## config.mk

```make
export PLATFORM = sky130hd
export DESIGN_NAME = gshare_predictor
export DESIGN_NICKNAME = d
export VERILOG_FILES = /design/src/rtl/gshare_pkg.sv /design/src/rtl/gshare_sram.sv /design/src/rtl/gshare_predictor.sv
export SDC_FILE = /design/constraint.sdc
export NUM_CORES = 1
export LEC_CHECK = 0
export BUFFER_PORTS_ARGS = -buffer_cell sky130_fd_sc_hd__buf_2
export CAP_MARGIN = 30
export CORE_MARGIN = 2
export CORE_UTILIZATION = 62
export DETAILED_ROUTE_END_ITERATION = 8
export PLACE_DENSITY = 0.8
export SLEW_MARGIN = 20
export SYNTH_ARGS = -nofsm -noshare
export SYNTH_HDL_FRONTEND = slang
export SYNTH_SLANG_ARGS = --single-unit
```

## constraint.sdc

```tcl
create_clock -name clk -period 4.7 [get_ports clk]
set_input_delay 0.47 -clock clk [delete_from_list [all_inputs] [get_ports clk]]
set_output_delay 0.47 -clock clk [all_outputs]
set_load 0.05 [all_outputs]
```

## src/rtl/gshare_pkg.sv

```systemverilog
// Shared types and constants for the gshare branch predictor: counter
// encoding, table/history width and controller states.
package gshare_pkg;

    localparam int GHR_WIDTH = 8;

    typedef enum logic [1:0] {
        CNT_SN = 2'b00,
        CNT_WN = 2'b01,
        CNT_WT = 2'b10,
        CNT_ST = 2'b11
    } counter_t;

    localparam counter_t CNT_INIT = CNT_WN;

    typedef enum logic {
        ST_INIT = 1'b0,
        ST_RUN  = 1'b1
    } state_t;

    // Saturating 2-bit counter step toward the resolved direction.
    function automatic counter_t cnt_update(input counter_t cnt, input logic taken);
        logic [1:0] v;
        v = cnt;
        if (taken && (cnt != CNT_ST)) begin
            v = v + 2'd1;
        end else if (!taken && (cnt != CNT_SN)) begin
            v = v - 2'd1;
        end
        return counter_t'(v);
    endfunction

endpackage

```

## src/rtl/gshare_sram.sv

```systemverilog
// Two-port pattern table: port 0 writes, port 1 reads; chip selects active-low.
// A write is captured on one edge and lands in the array on the next edge.
module gshare_sram #(
    parameter int ADDR_W = 8,
    parameter int DATA_W = 2
) (
    input  logic              clk0,
    input  logic              csb0,
    input  logic [ADDR_W-1:0] addr0,
    input  logic [DATA_W-1:0] din0,
    input  logic              clk1,
    input  logic              csb1,
    input  logic [ADDR_W-1:0] addr1,
    output logic [DATA_W-1:0] dout1
);

    // NOTE: the array has no reset; the INIT sweep gives every entry a defined value.
    logic [DATA_W-1:0] mem [0:(1<<ADDR_W)-1];
    logic              wr_pend;
    logic [ADDR_W-1:0] wr_addr;
    logic [DATA_W-1:0] wr_data;
    logic [ADDR_W-1:0] rd_addr;

    // NOTE: non-blocking assignments so every register samples pre-edge values.
    always_ff @(posedge clk0) begin
        wr_pend <= ~csb0;
        wr_addr <= addr0;
        wr_data <= din0;
        if (wr_pend) begin
            mem[wr_addr] <= wr_data;
        end
    end

    always_ff @(posedge clk1) begin
        if (!csb1) begin
            rd_addr <= addr1;
        end
    end

    // Read address is registered; data follows the array, so a write that
    // committed on the same edge as the read capture is already visible.
    assign dout1 = mem[rd_addr];

endmodule

```

## src/rtl/gshare_predictor.sv

```systemverilog
// Gshare direction predictor: PC xor global history indexes a table of 2-bit
// counters; the requester checkpoints history/counter and returns them on update.
module gshare_predictor
    import gshare_pkg::*;
#(
    parameter int GHR_W = GHR_WIDTH
) (
    input  logic             clk,
    input  logic             rst,
    output logic             ready,
    input  logic             pred_valid,
    input  logic [31:0]      pred_pc,
    output logic             resp_valid,
    output logic             resp_taken,
    output logic [1:0]       resp_counter,
    output logic [GHR_W-1:0] resp_ghr,
    input  logic             upd_valid,
    input  logic [31:0]      upd_pc,
    input  logic [GHR_W-1:0] upd_ghr,
    input  logic [1:0]       upd_counter,
    input  logic             upd_taken,
    input  logic             upd_mispredict
);

    state_t           state;
    logic [GHR_W-1:0] init_idx;
    logic [GHR_W-1:0] ghr;
    logic [GHR_W-1:0] resp_ghr_q;
    logic             resp_valid_q;
    logic             byp_q;
    counter_t         byp_cnt_q;

    logic             pred_acc;
    logic             upd_acc;
    logic             init_wr;
    logic [GHR_W-1:0] pred_idx;
    logic [GHR_W-1:0] upd_idx;
    logic [GHR_W-1:0] wr_addr;
    counter_t         upd_next;
    counter_t         wr_data;
    logic [1:0]       rd_data;
    logic             unused_pc_bits;

    assign ready    = (state == ST_RUN);
    assign pred_acc = pred_valid && ready;
    assign upd_acc  = upd_valid && ready;
    assign init_wr  = (state == ST_INIT);

    assign pred_idx = pred_pc[GHR_W+1:2] ^ ghr;
    assign upd_idx  = upd_pc[GHR_W+1:2] ^ upd_ghr;
    assign upd_next = cnt_update(counter_t'(upd_counter), upd_taken);
    assign wr_addr  = init_wr ? init_idx : upd_idx;
    assign wr_data  = init_wr ? CNT_INIT : upd_next;

    assign unused_pc_bits = ^{pred_pc[31:GHR_W+2], pred_pc[1:0],
                              upd_pc[31:GHR_W+2], upd_pc[1:0]};

    always_ff @(posedge clk) begin
        if (rst) begin
            state    <= ST_INIT;
            init_idx <= '0;
        end else if (state == ST_INIT) begin
            if (&init_idx) begin
                state <= ST_RUN;
            end
            init_idx <= init_idx + 1'b1;
        end
    end

    always_ff @(posedge clk) begin
        if (rst) begin
            resp_valid_q <= 1'b0;
            resp_ghr_q   <= '0;
            byp_q        <= 1'b0;
            byp_cnt_q    <= CNT_SN;
            ghr          <= '0;
        end else begin
            resp_valid_q <= pred_acc;
            if (pred_acc) begin
                resp_ghr_q <= ghr;
                // The table commits this update too late for this read.
                byp_q      <= upd_acc && (upd_idx == pred_idx);
                byp_cnt_q  <= upd_next;
            end
            if (upd_acc && upd_mispredict) begin
                ghr <= {upd_ghr[GHR_W-2:0], upd_taken};
            end else if (resp_valid_q) begin
                ghr <= {ghr[GHR_W-2:0], resp_taken};
            end
        end
    end

    assign resp_valid   = resp_valid_q;
    assign resp_counter = resp_valid_q ? (byp_q ? byp_cnt_q : rd_data) : 2'b00;
    assign resp_taken   = resp_counter[1];
    assign resp_ghr     = resp_valid_q ? resp_ghr_q : '0;

    gshare_sram #(
        .ADDR_W (GHR_W),
        .DATA_W (2)
    ) u_sram (
        .clk0  (clk),
        .csb0  (~(init_wr || upd_acc)),
        .addr0 (wr_addr),
        .din0  (wr_data),
        .clk1  (clk),
        .csb1  (~pred_acc),
        .addr1 (pred_idx),
        .dout1 (rd_data)
    );

endmodule

```

==> After elaboration in Yosys (flattened, before gate mapping) <==
Memory sizes are Yosys's and may differ from the RTL's. A register that Yosys moved wholly into a read port is not among the register bits.
Cells that the tools add are included.
{ "op_classes": {"reduce_logical": 11, "n_mul": 0, "add_sub_neg": 3, "n_lt_le_gt_ge": 0, "bitwise_logic": 3, "muxes": 13, "shifts": 0, "div_mod_pow": 0, "eq_ne": 2} }
{ "ops": {"columns": ["operator", "n"], "rows": [
  ["$mux W8", 5],
  ["$xor A8 B8 Y8", 2],
  ["$add A8 B1 Y8 const B", 1],
  ["$eq A8 B8 Y1", 1],
  ["$mux W2", 4],
  ["$reduce_and A8 Y1", 1],
  ["$logic_and A1 B1 Y1", 6],
  ["$mux W1", 4],
  ["$reduce_bool A2 Y1", 2],
  ["$add A2 B1 Y2 const B", 1],
  ["$ne A2 B2 Y1 const B", 1],
  ["$sub A2 B1 Y2 const B", 1],
  ["$logic_not A1 Y1", 1],
  ["$logic_or A1 B1 Y1", 1],
  ["$not A1 Y1", 1]
]} }
{ "totals": {"out_inout_bits": 13, "ramBits": 512, "inputBits": 80, "latchBits": 0, "mem_count": 1, "mem_bits_ro": 0, "elab_cells": 44, "reg_bits": 48} }
{ "mem_list": {"columns": ["memory", "words", "width", "rd", "rd_ports_with_merged_regs", "write_ports", "line_no", "rtl"], "rows": [
  ["u_sram.mem", 256, 2, 1, 1, 1, "gshare_sram.sv:18", "logic [DATA_W-1:0] mem [0:(1<<ADDR_W)-1];"]
]} }

==> Logic depth before layout (Yosys ltp) <==
Gate-level depths: netlist of the first run.
{ "depth": {"word_depth": 4, "mapped_depth": 12, "depth_no_buf": 7} }

==> By module <==
Synthesis of the first run repeated with hierarchy kept, for this count alone.
{ "unflattened": {"hier_cells": 1516, "hier_area_um2": 23531.3} }
{ "by_module_without_submodules": {"columns": ["mod", "area_each_um2", "cells_each", "n_inst", "seq_area_each_um2"], "rows": [
  ["gshare_sram", 21883.5, 1318, 1, 15835.2],
  ["gshare_predictor", 1647.8, 198, 1, 580.6]
]} }

==> Worst setup path after synthesis of the first run <==
No wires, ideal clock.
{ "synth_timing": {"path_type": "reg2reg", "startpoint": "register u_sram.wr_data[0]", "endpoint": "memory u_sram.mem[0][0] (data pin)", "stages_incl_launch_ff": 1, "t_arrival_ps": 3382, "setup_slack_ps": 466, "period_less_slack_ps": 4234, "required_time_ps": 3848, "cell_sequence": "dfxtp_1"} }
{ "synth_rtl": {"columns": ["element", "line_no", "rtl"], "rows": [
  ["start: declaration", "gshare_sram.sv:21", "logic [DATA_W-1:0] wr_data;"],
  ["start signal: assignment", "gshare_sram.sv:28", "wr_data <= din0;"],
  ["end: declaration", "gshare_sram.sv:18", null]
]} }
No word-level cell before the write port.

==> key figures, run 1 <==
Drt
  • DRC violations left: 0
  • Initial DRC Count: 1906
  • Routed Antenna Nets: 0
  • Routed vias: 13800
  • DR WL/cell: 26.8 microns
  • Post-Route WL: 55.8 mm
  • Vias per inst: 6.64
  • First-pass DRT Iterations: 6

Critical path
  • Critical path class: reg -> out
  • Critical path required time: 4.23 ns
  • CP Launch Type: flip-flop
  • CP max FO: 37
  • Crit path DAT: 3.95 ns
  • CP Capture Type: primary output

Layout
  • Filler Cell Count: 2359
  • Diodes inserted: 0
  • Highest-count cells in the layout ignoring fill and taps: 520 x edfxtp_1, 301 x nor2_1, 112 x mux4_2
  • FF/Latch Area: 16600 sq um
  • Design area: 26100 sq um
  • Multi-input logic area: 6310 sq um
  • Nets: 1606
  • Area grow syn2layout: 11.0%
  • Share of layout cells above drive strength 1: 18.2%
  • Most common cell after layout, fill and taps aside: edfxtp_1

Logic synthesis
  • Cell taking the most area after synthesis: edfxtp_1
  • Ranking of synthesized cells by area: edfxtp_1 66%, mux4_2 11%, nor2_1 4.8%
  • Sequential element share of the synthesized area: 70.5%
  • Post-Synthesis Cells: 1485
  • Post-synth top area share: 66.4%
  • Yosys reg bits: 568
  • Syn. warnings: 0
  • Syn_nets: 1568
  • Syn_area_per_cell: 15.8 sq um
  • Ys flop type: edfxtp_1
  • Yosys cell types: 60
  • FFs w/ async S/R, synth: 0%
  • Mapped Area: 23500 sq um
  • Post-synth EDFFs: 520

Clock tree
  • CTS tree: yes
  • Post-CTS Hold Fix Bufs: 0
  • CTS max path bufs: 3
  • CTS sink count: 568
  • Clock edge transition at the registers on the reported setup and hold paths: 0.06 ns
  • Post-CTS Setup Bufs: 0
  • H-Tree Depth: 2
  • # resized after CTS: 0
  • TritonCTS buffer count: 54
  • Root buffer cell: clkbuf_16
  • Skew-Pair Late Insertion Delay: 0.58 ns

Global route
  • GRT Overall Usage: 28.7%
  • Number of global-route vias before repair: 13600
  • Maximum number of pins on one net before global-route repair: 157
  • Initial antenna violation count: 1
  • First-pass GRT wire length: 83.1 mm
  • Total grt overflow: 0

STA
  • Final Hold Viols: 0
  • Skew final: 0.0138 ns
  • Final setup violation count: 0
  • Least-Margin Pin Slew: 1.02 ns
  • Setup TNS Final: 0 ns
  • Highest clock rate: 226 MHz
  • Final min period: 4.42 ns
  • Max-Slew Margin vs Limit: 31.8%
  • Hold_ws: 0.146 ns
  • Final Max Slew Viols: 0
  • Period utilization: 94.1%
  • RSZ-0062 raised after global routing: no

Floorplan
  • Core area: 37500 sq um
  • Die W: 199 microns
  • Die Y: 199 microns
  • Row count: 71
  • # IOs: 93
  • Starting Density: 62.7%
  • Die area: 39500 sq um

Pwr
  • Pleak: 8.27 nW
  • Tot Pwr: 10.0 mW
  • Power Density: 385 nW/um^2
  • Max VDD drop: 297 uV

Hold path
  • Min-Delay Path Class: in -> reg

Placement
  • Port buffer count: 44
  • Area post-placement: 24200 sq um
  • Global placement routability congestion: 0.847
  • Final HPWL DP: 33.6 mm

Job
  • Max Cap Viol: 0

Outcome
  • Status: finished, final reports clean
-- routing by layer --
layer | track usage, % | routed length [microns]
met5 | 0 | 13
met4 | 11.0 | 2170
met3 | 6.04 | 5580
met2 | 47.0 | 27700
met1 | 38.5 | 20300
-- final timing paths --
path / start / end / slack [ns] / cells after the start
hold / removal: upd_valid / u_sram.wr_pend / 0.15 / 2
setup / recovery: flip-flop / resp_counter[0] / 0.28 / 9
setup reg to reg: flip-flop / ghr[0] / 1.51 / 8
hold reg to reg: u_sram.rd_addr[2] / flip-flop / 0.44 / 2
-- metrics by stage --
step	worst slack (ns)	utilization, %	cells
2_1_floorplan	0.466	-	1485
3_3_place_gp	0.933	64.3	1969
3_5_place_dp	0.881	64.6	1976
4_1_cts	0.271	69.4	2076
5_1_grt	0.129	69.6	2078
6_report	0.276	69.6	2078
-- logic make-up (layout without fill, tap and decap cells) --
family                     count (synthesis)  after routing  synth area share (%)
adders and majority gates                  3              3                 0.160
DFF                                      568            568                  70.5
and+or+nand+nor                          480            480                  8.76
buffers and inverters                    119            201                  2.67
AOI/OAI and AO/OA                        127            127                  3.66
xor gates and xnor gates                  31             31                  1.16
muxes                                    157            157                  13.1
-- critical path, cell delays in order, from the launching register on --
cell	delay, ns
dfxtp_4	0.89
buf_4	0.36
mux4_2	0.29
a22oi_1	0.12
nand3_1	0.11
nand3_1	0.14
nor4_1	0.61
a31oi_1	0.20
o22ai_1	0.31
buf_2	0.33
-- registers in the layout (all words and copies together), names as in the netlist, named ones only --
name	flops
ghr	8
u_sram.wr_addr	8
u_sram.rd_addr	8
resp_ghr_q	8
u_sram.wr_data	2
ready	1
byp_q	1
init_idx	8
u_sram.mem	512
u_sram.wr_pend	1
resp_valid	1
byp_cnt_q	2
-- synth_stat cells, types with 3 or more instances --
| cell | instances |
|---|---|
| edfxtp_1 | 520 |
| clkbuf_1 | 65 |
| nand3b_1 | 3 |
| ha_1 | 3 |
| a22o_1 | 8 |
| mux4_1 | 6 |
| buf_2 | 12 |
| o21ai_0 | 16 |
| nor2b_1 | 15 |
| and2_1 | 9 |
| mux4_2 | 112 |
| nor3_1 | 3 |
| nand4_1 | 15 |
| buf_6 | 5 |
| a22oi_1 | 21 |
| a31oi_1 | 8 |
| dfxtp_1 | 48 |
| buf_1 | 4 |
| nor4_1 | 5 |
| nor3b_1 | 3 |
| a21oi_1 | 25 |
| xnor2_1 | 24 |
| buf_4 | 10 |
| xor2_1 | 7 |
| nand4b_1 | 3 |
| mux2i_1 | 37 |
| nand3_1 | 35 |
| a211oi_1 | 14 |
| o221ai_1 | 3 |
| inv_1 | 16 |
| buf_12 | 4 |
| o22ai_1 | 12 |
| nor2_1 | 301 |
| or3_1 | 3 |
| nand2b_1 | 8 |
| nand2_1 | 70 |
-- layout make-up --
cell class	count	share of cell area, %
sequential	568	63.6
tap	511	2.45
multi-input combinational	798	24.2
timing repair buffer	85	2.59
clock inverter	31	1.23
clock buffer	69	5.72
inverter	16	0.230
-- power by group --
part	leakage [nW]	internal [mW]	switching (mW)
clock	0.886	2.62	1.84
sequential	5.05	5.44	0.0114
combinational	2.33	0.0410	0.0974
total	8.27	8.09	1.95
No activity file was read; power rests on OpenSTA's default activity.
==> run 2: changes to the inputs <==
==> constraint.sdc (replaced) <==
create_clock -name clk -period 4.7 [get_ports clk]
set_input_delay 0.235 -clock clk [delete_from_list [all_inputs] [get_ports clk]]
set_output_delay 0.235 -clock clk [all_outputs]
set_load 0.05 [all_outputs]
==> key figures, run 2 (synthesis gave the netlist of run 1 again) <==
Outcome
  • Status: finished, final reports clean

STA
  • Final min period: 4.25 ns (-0.178 ns)
  • Max-Slew Margin vs Limit: 30.5% (-1.3 points)
  • RSZ-0062 raised after global routing: no
  • Skew final: 0.0219 ns (+0.00811 ns)
  • Highest clock rate: 236 MHz (+4.2%)
  • Final setup violation count: 0 (unchanged)
  • Least-Margin Pin Slew: 1.04 ns (+0.0187 ns)
  • Setup TNS Final: 0 ns (unchanged)
  • Final Hold Viols: 0 (unchanged)
  • PnR worst setup slack: 0.454 ns (+0.178 ns)
  • Period utilization: 90.3% (-3.8 points)
  • Hold_ws: 0.0131 ns (-0.133 ns)
  • Final Max Slew Viols: 0 (unchanged)

Drt
  • DRC violations left: 0 (unchanged)
  • Routed vias: 13800 (+0.26%)
  • Routed Antenna Nets: 0 (unchanged)
  • First-pass DRT Iterations: 8 (+2)
  • Initial DRC Count: 1912 (+0.31%)
  • Vias per inst: 6.63 (about the same)
  • DR WL/cell: 26.5 microns (-1.4%)
  • Post-Route WL: 55.2 mm (-1.0%)

Layout
  • Util after Layout: 69.5% (-0.097 points)
  • Nets: 1612 (+0.37%)
  • Share of layout cells above drive strength 1: 17.9% (-0.34 points)
  • Area grow syn2layout: 10.8%
  • Diodes inserted: 0 (unchanged)
  • Filler Cell Count: 2303 (-2.4%)
  • Most common cell after layout, fill and taps aside: edfxtp_1
  • Design area: 26000 sq um (-0.14%)
  • Max reg flops: 512 (unchanged)
  • Highest-count cells in the layout ignoring fill and taps: 520 x edfxtp_1, 301 x nor2_1, 112 x mux4_2
  • Biggest register: u_sram.mem

Floorplan
  • # IOs: 93 (unchanged)
  • Die W: 199 microns (unchanged)
  • Row count: 71 (unchanged)
  • Core area: 37500 sq um (unchanged)
  • Die area: 39500 sq um (unchanged)
  • Die Y: 199 microns (unchanged)
  • Starting Density: 62.7% (unchanged)

Clock tree
  • CTS max path bufs: 3 (unchanged)
  • H-Tree Depth: 2 (unchanged)
  • CTS sink count: 568 (unchanged)
  • Clock edge transition at the registers on the reported setup and hold paths: 0.06 ns (about the same)
  • TritonCTS buffer count: 53 (-1.9%)
  • Skew-Pair Late Insertion Delay: 0.58 ns (about the same)
  • Root buffer cell: clkbuf_16
  • CTS tree: yes
  • Post-CTS Setup Bufs: 0 (unchanged)

Critical path
  • CP Capture Type: primary output
  • R2R Setup Slk: 1.42 ns (-0.09 ns)
  • Crit path DAT: 4.01 ns (+0.06 ns)
  • CP max FO: 31 (-16%)
  • Critical path required time: 4.47 ns (+0.24 ns)
  • Critical path class: reg -> out
  • CP Launch Type: flip-flop

Global route
  • Number of global-route vias before repair: 13900 (+1.6%)
  • Total grt overflow: 0 (unchanged)
  • Initial antenna violation count: 0 (-1)
  • GRT Overall Usage: 28.8% (+0.032 points)
  • Maximum number of pins on one net before global-route repair: 84 (-46%)
  • First-pass GRT wire length: 83.3 mm (+0.14%)

Pwr
  • Power Density: 375 nW/um^2 (-2.6%)
  • Max VDD drop: 380 uV (+28%)
  • Pleak: 8.24 nW (-0.33%)

Placement
  • Final HPWL DP: 34.4 mm (+2.5%)
  • Area post-placement: 24200 sq um (+0.13%)
  • Pre-CTS WS: 1.16 ns (+0.280 ns)
  • Port buffer count: 44 (unchanged)
  • Global placement routability congestion: 0.834 (-1.6%)

Hold path
  • Min-Delay Path Class: in -> reg

Job
  • Max Cap Viol: 0 (unchanged)
==> run 2: changes by cell type in the layout (fill, tap and decap cells not counted) <==
cell,before,now
buf_12,5,4
buf_4,27,24
buf_6,2,1
buf_8,5,8
bufinv_16,7,3
clkbuf_1,10,17
clkbuf_16,57,55
clkbuf_8,2,4
clkinv_1,12,7
clkinv_4,0,1
dlygate4sd3_1,0,9
inv_6,0,1
==> run 2: worst max-delay path: stages, from the launching register on <==
cell       delay, ns
dfxtp_4         0.77
buf_4           0.47
mux2_2          0.38
a2111oi_0       0.89
o31ai_1         0.12
a21o_1          0.18
nand4_1         0.19
o21ai_1         0.16
buf_2           0.24
==> run 2: final cells by class <==
cell class | count | area (sq um) | area share (%)
Clock inverter | 24 | 199 | 0.764
Inverter | 16 | 60.1 | 0.231
Clock buffer | 76 | 1500 | 5.74
Tap cell | 511 | 639 | 2.45
Timing Repair Buffer | 92 | 757 | 2.91
Sequential cell | 568 | 16600 | 63.7
Multi-Input combinational cell | 798 | 6310 | 24.2
==> run 2: final timing paths <==
check,startpoint,end,cells past startpoint
hold reg to reg,u_sram.rd_addr[4],flip-flop,2
setup / recovery,flip-flop,resp_taken,8
setup reg to reg,flip-flop,ghr[0],7
hold / removal,upd_ghr[4],ghr[5],3
==> run 2: per-layer routing <==
layer / vias up / track usage [%] / wire length, microns
met1: 6882 / 38.4 / 19900
met3: 187 / 6.63 / 5880
met2: 988 / 46.2 / 26900
met4: 0 / 12.4 / 2470
li1: 5773 / - / -
met5: - / 0 / 0
==> run 2: metrics by stage <==
| stage | cells | total power [mW] |
|---|---|---|
| floorplan | 1485 | 5.63 |
| detailed placement | 1975 | 5.69 |
| CTS | 2084 | 9.78 |
| global placement | 1965 | 5.68 |
| finish | 2085 | 9.77 |
| global route | 2085 | 9.98 |
==> run 2: power breakdown <==
group,switching (mW),total (mW),internal (mW)
clock,1.80,4.18,2.38
combinational,0.0995,0.145,0.0458
sequential,0.0109,5.45,5.44
total,1.91,9.77,7.86
==> run 2: repair_timing <==
item / in CTS / in global routing
hold buffers: 9 / 0
endpoints found under the hold margin: 10 / 0
resized for setup: 0 / 0
